<file path="src/rtl/logic_unit_arbiter.sv">
// rtl/logic_unit_arbiter.sv - round-robin arbiter sharing one bitwise logic unit between two requesters
module logic_unit_arbiter #(
  parameter int WIDTH = 4
) (
  input  logic             clk,
  input  logic             rst,
  input  logic             req0_valid,
  output logic             req0_ready,
  input  logic [1:0]       req0_op,
  input  logic [WIDTH-1:0] req0_a,
  input  logic [WIDTH-1:0] req0_b,
  input  logic             req1_valid,
  output logic             req1_ready,
  input  logic [1:0]       req1_op,
  input  logic [WIDTH-1:0] req1_a,
  input  logic [WIDTH-1:0] req1_b,
  output logic             resp_valid,
  input  logic             resp_ready,
  output logic             resp_id,
  output logic [WIDTH-1:0] resp_data,
  output logic             resp_zero,
  output logic             busy,
  output logic [7:0]       op_count
);

  typedef enum logic [1:0] {IDLE, EXEC, RESP} state_t;

  state_t           state, state_nxt;
  logic             ptr;
  logic             grant0, grant1;
  logic [1:0]       op_q;
  logic [WIDTH-1:0] a_q, b_q;
  logic             id_q;
  logic [WIDTH-1:0] result;

  always_comb begin
    state_nxt = state;
    grant0    = 1'b0;
    grant1    = 1'b0;
    case (state)
      IDLE: begin
        // ptr == 0 means requester 0 wins a tie
        if (req0_valid && (!req1_valid || !ptr)) grant0 = 1'b1;
        else if (req1_valid)                     grant1 = 1'b1;
        if (grant0 || grant1) state_nxt = EXEC;
      end
      EXEC:    state_nxt = RESP;
      RESP:    if (resp_ready) state_nxt = IDLE;
      default: state_nxt = IDLE;
    endcase
  end

  always_comb begin
    result = '0;
    case (op_q)
      2'b00: result = a_q & b_q;
      2'b01: result = a_q | b_q;
      2'b10: result = a_q ^ b_q;
      2'b11: result = ~(a_q ^ b_q);
      default: result = '0;
    endcase
  end

  assign req0_ready = grant0 && !rst;
  assign req1_ready = grant1 && !rst;
  assign resp_valid = (state == RESP);
  assign busy       = (state != IDLE);

  always_ff @(posedge clk) begin
    if (rst) begin
      state     <= IDLE;
      ptr       <= 1'b0;
      op_q      <= 2'b00;
      a_q       <= '0;
      b_q       <= '0;
      id_q      <= 1'b0;
      resp_data <= '0;
      resp_zero <= 1'b0;
      resp_id   <= 1'b0;
      op_count  <= 8'd0;
    end else begin
      state <= state_nxt;
      if (grant0 || grant1) begin
        op_q <= grant1 ? req1_op : req0_op;
        a_q  <= grant1 ? req1_a  : req0_a;
        b_q  <= grant1 ? req1_b  : req0_b;
        id_q <= grant1;
        // pointer moves to the requester that was not just served
        ptr  <= grant0;
      end
      if (state == EXEC) begin
        resp_data <= result;
        resp_zero <= (result == '0);
        resp_id   <= id_q;
      end
      if (state == RESP && resp_ready) op_count <= op_count + 8'd1;
    end
  end

endmodule

</file>
<file path="config.mk">
export PLATFORM = sky130hd
export DESIGN_NAME = logic_unit_arbiter
export DESIGN_NICKNAME = d
export VERILOG_FILES = /design/src/rtl/logic_unit_arbiter.sv
export SDC_FILE = /design/constraint.sdc
export NUM_CORES = 1
export LEC_CHECK = 0
export CORE_MARGIN = 2
export CORE_UTILIZATION = 45
export CTS_CLUSTER_SIZE = 28
export DETAILED_ROUTE_END_ITERATION = 7
export PLACE_DENSITY = 0.75
export SYNTH_ARGS = -nofsm -noshare
export SYNTH_HDL_FRONTEND = slang
export SYNTH_SLANG_ARGS = --single-unit
</file>
<file path="constraint.sdc">
create_clock -name clk -period 2.7 [get_ports clk]
set_input_delay 0.54 -clock clk [delete_from_list [all_inputs] [get_ports clk]]
set_output_delay 0.54 -clock clk [all_outputs]
set_load 0.02 [all_outputs]
</file>
==> Word-level counts from Yosys, hierarchy flattened <==
Index checks and enable logic that the tools add are counted.
W data, S select, Z words.
{ "word_totals": {"out_inout_bits": 18, "regBits": 28, "word_cells": 51} }
{ "op_classes": {"n_eq_ne": 7, "add_sub_neg": 1, "muxes": 14, "n_reduce_logical": 15, "bitwise_logic": 4} }
{ "op_table": {"columns": ["op", "count"], "rows": [
  ["$pmux W4 S4", 1],
  ["$add A8 B1 Y8 const B", 1],
  ["$mux W4", 2],
  ["$mux W1", 7],
  ["$eq A2 B2 Y1 const B", 3],
  ["$mux W2", 3],
  ["$pmux W2 S3", 1],
  ["$and A4 B4 Y4", 1],
  ["$eq A2 B1 Y1 const B", 2],
  ["$logic_and A1 B1 Y1", 4],
  ["$logic_not A2 Y1", 2],
  ["$logic_not A4 Y1", 1],
  ["$not A4 Y4", 1],
  ["$or A4 B4 Y4", 1],
  ["$xor A4 B4 Y4", 1],
  ["$logic_not A1 Y1", 3],
  ["$logic_or A1 B1 Y1", 3],
  ["$ne A2 B1 Y1 const B", 1],
  ["$ne A2 B2 Y1 const B", 1],
  ["$reduce_and A2 Y1", 1],
  ["$reduce_bool A2 Y1", 1]
]} }

==> Logic depth before layout (Yosys ltp) <==
Gate-level depths: netlist (run 1).
{ "logic_depth": {"word_depth": 8, "mapped_depth": 6} }

==> Worst setup path before layout (run 1) <==
Ideal clock, no wire load.
{ "synth_timing": {"kind": "in2out", "startpoint": "input port rst", "endpoint": "output port req0_ready", "t_arrival_ns": 1.294, "path_stages": 2, "path_slack_ns": 0.866, "n_path_buf": 1, "path_cell_list": "buf_4 > a211oi_1"} }
{ "synth_between": {"elab_chain_len": 2} }
{ "synth_lines": {"columns": ["item", "line", "rtl"], "rows": [
  ["start, declared", "6", "input logic rst,"],
  ["$logic_not A1 Y1", "64", "assign req0_ready = grant0 && !rst;"],
  ["$logic_and A1 B1 Y1", "64", null],
  ["end, declared", "8", "output logic req0_ready,"]
]} }
Every way passes these cells.

==> Final worst setup path (run 1) <==
{ "layout_timing": {"startpoint": "input port req0_valid", "endpoint": "output port req0_ready"} }
{ "layout_between": {"elab_chain_len": 5} }
{ "layout_lines": {"columns": ["item", "line", "rtl"], "rows": [
  ["start, declared", "7", "input logic req0_valid,"],
  ["$logic_and A1 B1 Y1", "43", "if (req0_valid && (!req1_valid || !ptr)) grant0 = 1'b1;"],
  ["$mux W1", "43", null],
  ["$mux W1 (2 in a row)", "40", "case (state)"],
  ["$logic_and A1 B1 Y1", "64", null]
]} }
Every way passes these cells. The select of a mux whose other input is x is not followed.

==> metrics.txt, run 1 <==
Port-buffer cells=42; Syn Inst Count=about 160; initial core utilization=0.483; asr flop ratio synth=0; Syn Area/Cell=about 9.2 um2; Routed WL=between 3 and 4 mm; register bit total from synthesis=28; launching point of the worst reg2reg path=state[0]$_SDFFE_PP0P_; Crit Path Category=in -> out; Clock Skew=13.2 ps; f_max=384 MHz; Seq/Total Area, Yosys=0.374; min-delay src=resp_id$_SDFFE_PP0N_; CTS sink cnt=28; Leakage=~0.80 nW; fin. max-slew vios=0; Rows=20; core footprint=~0.0031 mm2; post-DR wirelength/cell=12.5 um; Worst Hold Class=reg -> reg; die extent in y=roughly 62 um; layout cells sized above 1=0.0746; Setup crit start kind=primary input; Post-synth EDFFs=0; vias in the first global route=between 1000 and 1500; post_cts resized=0; RSZ-0062 raised after global routing=no; relative slew slack=0.564; die width=about 62 um; First-pass DRT Iterations=2; reported max-cap violation count=0; Final Critical Period=approximately 2600 ps; Routability Congestion=~0.7; setup_tns=0 ps; Inserted Clock Buffers=3; initial antenna violation count=0; worst vdd ir=between 0.3 and 0.4 mV; Period Utilization, post-route=0.964; Hold Path Stages=2; clock buffer depth=2; GR Util All Layers=0.182; Antenna Nets Post-Route=0; largest net degree at the start of global routing=25; TritonCTS clock tree=done; number of synthesis warnings=0; Post-Place Worst Slack=117 ps; Cell Area, Synth=roughly 0.0015 mm2; outcome=completed; CTS HTree Levels=1; routed via count=approximately 1200; dpl cells=241; global-route wire length before repair=between 5 and 6 mm; CP startpoint=req0_valid; synth-to-layout area growth=31.2%; clock transition at the registers of the reported paths=~160 ps; R2R depth=4; initial drt markers=between 50 and 60; Skew-Pair Late Insertion Delay=roughly 330 ps; Core Util, Final=0.634; antenna diode count=0; synth unique cells=33; Post-DP HPWL=2.45 mm; Hold Path End=resp_id$_SDFFE_PP0N_; hold buffers post-CTS=0; worst setup margin=about 97 ps; CP arrival=roughly 2100 ps; final hold violations=0; required time worst endpoint=about 2200 ps; worst-path maximum fanout=3; Layout Cells excl Fill=approximately 250; grt ovf=0; Power Dens Cells=roughly 510 mW/mm2; Post-Syn Nets=197; Clock Tree Root=clkbuf_4; vias per cell=~5.1; Setup Fix Bufs, Post-CTS=0; Worst Tran Pin Value=between 600 and 700 ps; Final setup violation count=0; IO Pins=43; RR Endpoint=op_q[0]$_SDFFE_PP0P_; Worst setup EP type=output pin; Layout Nets=~240; ys flop type=dfxtp_1; DRC=0; Die ar.=0.00381 mm2; Worst R2R Setup Slack=between 1000 and 1500 ps; commonest non-fill, non-tap cells in the layout=clkdlybuf4s50_1 (42), dfxtp_1 (28), nor2_1 (19); leading cell type in the layout, fill and taps excluded=clkdlybuf4s50_1
layer usage:
metal	global-route usage	up-vias	routed length, um
li1	-	631	-
met1	0.203	583	1230
met2	0.350	31	1670
met3	0.0248	4	114
met4	0.0638	0	36
met5	0	-	0
per-stage QoR:
| step | cell area (um2) | total power [W] | hold slack [ps] |
|---|---|---|---|
| after floorplan | 1500 | 0.000659 | 432 |
| after global placement | 1910 | 0.000731 | 443 |
| after detailed placement | 1910 | 0.000746 | 454 |
| after CTS | 1970 | 0.00102 | 475 |
| after global routing | 1970 | 0.00106 | 498 |
| final | 1970 | 0.00101 | 470 |
cell type report:
class,count,area (um2)
Fill cell,300,1140
Multi-Input combinational cell,115,826
Sequential cell,28,561
Timing Repair Buffer,44,435
Tap cell,44,55.1
Inverter,10,37.5
Clock inverter,1,30.0
Clock buffer,3,22.5
worst max-delay path, stage by stage:
cell             delay (ps)
clkdlybuf4s50_1         510
nand2_1                  80
a211oi_1                260
clkdlybuf4s50_1         670
report_power, final:
part           internal, W  switching [W]
clock network     0.000150       0.000126
logic             0.000134       0.000119
registers         0.000446      0.0000335
total             0.000730       0.000279
cells by family (layout without fill, tap and decap cells):
logic type / after synthesis / in the layout / share of synthesized area
and+or+nand+nor: 56 / 56 / 0.190
DFF: 28 / 28 / 0.374
AOI/OAI and AO/OA: 22 / 22 / 0.101
muxes: 21 / 21 / 0.144
buffers and inverters: 20 / 58 / 0.0751
adders and majority gates: 9 / 9 / 0.0751
xor gates and xnor gates: 7 / 7 / 0.0409
registers in the layout, indices dropped and copies added, names as in the netlist:
signal,count
resp_zero,1
a_q,4
state,2
resp_data,4
id_q,1
b_q,4
ptr,1
resp_id,1
op_count,8
op_q,2
how the worst max path moves through the flow:
stage / depth (start not counted) / end / slack [ps]
4_1_cts: 4 / req0_ready / 100
6_report: 4 / req0_ready / 100
5_1_grt: 4 / req0_ready / 30
3_3_place_gp: 4 / req0_ready / 160
2_1_floorplan: 2 / req0_ready / 870
3_5_place_dp: 4 / req0_ready / 120
cells in the mapped netlist (all sizes together), types with 2 or more instances:
cell type / number / share of area
mux2i: 17 / 0.11
inv: 10 / 0.025
a21oi: 5 / 0.017
buf: 8 / 0.042
nand2b: 2 / 0.0083
mux2: 4 / 0.030
o21ai: 3 / 0.010
nand3b: 2 / 0.010
ha: 9 / 0.075
xor2: 3 / 0.018
and2b: 2 / 0.010
nand2: 14 / 0.035
xnor2: 4 / 0.023
and2: 4 / 0.017
nor3: 3 / 0.010
dfxtp: 28 / 0.37
a211oi: 11 / 0.055
nand3: 2 / 0.010
nor2: 20 / 0.052
nand4: 3 / 0.013
Power figures use the tool's default switching activity.
==> run 2: changes to the inputs <==
Settings changed: ABC_AREA set to 1, SKIP_CTS_REPAIR_TIMING set to 1.
==> run 2 against run 1 <==
Against the previous run: clock power hardly changed; count of clock-buffer cells in the layout stayed put; total power is 3.2% higher; cell count is 27% higher; critical path depth is 3 higher; critical endpoint unchanged; critical path type unchanged; largest cell class unchanged; core utilization is 1.3 points higher.
==> metrics.txt, run 2 <==
outcome=completed; top cells by area, synth=dfxtp_1 (38%), nand2_1 (19%), ha_1 (7.6%); GR Util All Layers=0.198 (+0.0154); Cell Area, Synth=0.00149 mm2 (-0.83%); WP buf/inv=3 (+1); worst vdd ir=0.235 mV (-24%); initial antenna violation count=0 (unchanged); CTS sink cnt=28 (unchanged); Inserted Clock Buffers=3 (unchanged); Antenna Nets Post-Route=0 (unchanged); Fillers=307 (+2.3%); synth-to-layout area growth=35.1%; vias in the first global route=1341 (+7.2%); Post-Place Worst Slack=129 ps (+11.5 ps); TritonCTS clock tree=done; commonest non-fill, non-tap cells in the layout=nand2_1 (74), clkdlybuf4s50_1 (41), dfxtp_1 (28); worst setup margin=171 ps (+73.9 ps); worst-path maximum fanout=3 (unchanged); Routed WL=3.24 mm (+6.1%); final hold slack=468 ps (-2.12 ps); initial core utilization=0.479 (-0.00403); Worst Tran Pin Value=485 ps (-169 ps); register bit total from synthesis=28 (unchanged); largest net degree at the start of global routing=17 (-32%); die width=61.5 um (-0.39%); f_max=395 MHz (+2.9%); Crit Path Category=in -> out; Syn Inst Count=223 (+37%); Skew-Pair Late Insertion Delay=330 ps (about the same); Die ar.=0.00378 mm2 (-0.78%); post-DR wirelength/cell=10.4 um (-16%); Layout Nets=302 (+28%); clock transition at the registers of the reported paths=150 ps (about the same); CP arrival=1990 ps (-70 ps); Leakage=0.923 nW (+15%); die extent in y=61.5 um (-0.39%); required time worst endpoint=2160 ps (about the same); Post-synth top cells=nand2_1 (74), dfxtp_1 (28), inv_1 (27), nor2_1 (24); Yosys top cell area share=0.377 (+0.00315); max reg flops=8 (unchanged); reported max-cap violation count=0 (unchanged); IO Pins=43 (unchanged); synth unique cells=20 (-39%); Power Dens Cells=519 mW/mm2 (+1.1%); Seq/Total Area, Yosys=0.377 (+0.00315); post-route cell area=0.00201 mm2 (+2.1%); RSZ-0062 raised after global routing=no; cell-by-cell listing of the critical path=clkdlybuf4s50_1 -> nand2_1 -> nand2_1 -> nor2_2 -> inv_1 -> nor2_1 -> clkdlybuf4s50_1; Port-buffer cells=42 (unchanged); layout cells sized above 1=0.0524 (-0.0222); clock buffer depth=2 (unchanged); setup_tns=0 ps (unchanged); Period Utilization, post-route=0.937 (-0.0274); Rows=20 (unchanged); asr flop ratio synth=0 (unchanged); number of synthesis warnings=0 (unchanged); leading cell type in the layout, fill and taps excluded=nand2_1; placed cell area=0.00195 mm2 (+2.0%); fin. max-slew vios=0 (unchanged); routed via count=1462 (+17%); core footprint=0.00310 mm2 (unchanged); CP max-delay cell=clkdlybuf4s50_1; Max stage delay on crit path=610 ps (-60 ps); post-synth top area cell=dfxtp_1; Syn Area/Cell=6.67 um2 (-28%); Setup crit start kind=primary input; Worst Hold Class=reg -> reg; initial drt markers=92 (+77%); Post-Syn Nets=257 (+30%); vias per cell=4.70 (-7.8%); ys flop type=dfxtp_1; DRC=0 (unchanged); CTS HTree Levels=1 (unchanged); Final Power=0.00104 W (+3.2%); First-pass DRT Iterations=4 (+2); final hold violations=0 (unchanged); Clock Skew=1.75 ps (-11.5 ps); antenna diode count=0 (unchanged); Top delay family on crit path=buffers and inverters; Worst setup EP type=output pin; Top reg by flops=op_count; grt ovf=0 (unchanged); Routability Congestion=0.793 (+11%); Final Critical Period=2530 ps (-73.9 ps); relative slew slack=0.677 (+0.112); global-route wire length before repair=5.62 mm (+9.5%); Post-DP HPWL=2.44 mm (-0.40%); Clock Tree Root=clkbuf_4; Final setup violation count=0 (unchanged); count leader, synth=nand2_1; Post-synth EDFFs=0 (unchanged)
[run 2: cell families (layout without fill, tap and decap cells)]
| family | count (synthesis) | in the layout | synth area share |
|---|---|---|---|
| AND/OR/NAND/NOR | 111 | 111 | 0.298 |
| AO/OA/AOI/OAI | 38 | 38 | 0.132 |
| buffers and inverters | 34 | 78 | 0.0993 |
| flip-flops | 28 | 28 | 0.377 |
| adder cells (fa/ha/maj) | 9 | 9 | 0.0758 |
| XOR/XNOR | 3 | 3 | 0.0177 |
[run 2: area by class of cell]
| type | instances | area, um2 | area share |
|---|---|---|---|
| Multi-Input combinational cell | 161 | 778 | 0.388 |
| Sequential cell | 28 | 561 | 0.279 |
| Timing Repair Buffer | 47 | 460 | 0.229 |
| Inverter | 27 | 101 | 0.0505 |
| Tap cell | 44 | 55.1 | 0.0274 |
| Clock inverter | 1 | 30.0 | 0.0150 |
| Clock buffer | 3 | 22.5 | 0.0112 |
[run 2: report_power, final]
part           internal (W)  total (W)  switching (W)  leakage (nW)
combinational      0.000131   0.000292       0.000161         0.665
sequential         0.000450   0.000475      0.0000255         0.230
clock              0.000150   0.000274       0.000124        0.0279
[run 2: per-stage QoR]
step | instances | util
6_report | 311 | 0.647
5_1_grt | 311 | 0.647
4_1_cts | 311 | 0.646
3_5_place_dp | 307 | 0.629
3_3_place_gp | 307 | 0.629
2_1_floorplan | 223 | -
[run 2: worst reg2reg max path, delay by kind of cell (launching register included)]
family	cells	cell delay, ps
AND/OR/NAND/NOR	6	500
flip-flops	1	370
AO/OA/AOI/OAI	1	130
buffers and inverters	2	360
[run 2: path summary, 6_finish.rpt]
| check | from | endpoint | slack (ps) | cells past startpoint |
|---|---|---|---|---|
| max reg2reg | state[0]$_SDFFE_PP0P_ | op_q[1]$_SDFFE_PP0P_ | 1280 | 9 |
| min | id_q$_SDFFE_PP0P_ | id_q$_SDFFE_PP0P_ | 470 | 2 |
| max | req1_valid | req0_ready | 170 | 7 |
| min reg2reg | id_q$_SDFFE_PP0P_ | id_q$_SDFFE_PP0P_ | 470 | 2 |
[run 2: routing by layer]
layer  track usage  vias up  routed length [um]
met5             0        -                   0
met2         0.325       41                1520
met3        0.0189        4                 151
met1         0.269      639                1530
met4        0.0729        0                  41
li1              -      778                   -
==> run 3: changes to the inputs <==
Settings changed: CAP_MARGIN set to 20.
==> results of run 3 <==
Final layout, timing and power as in run 2 (identical DEF).
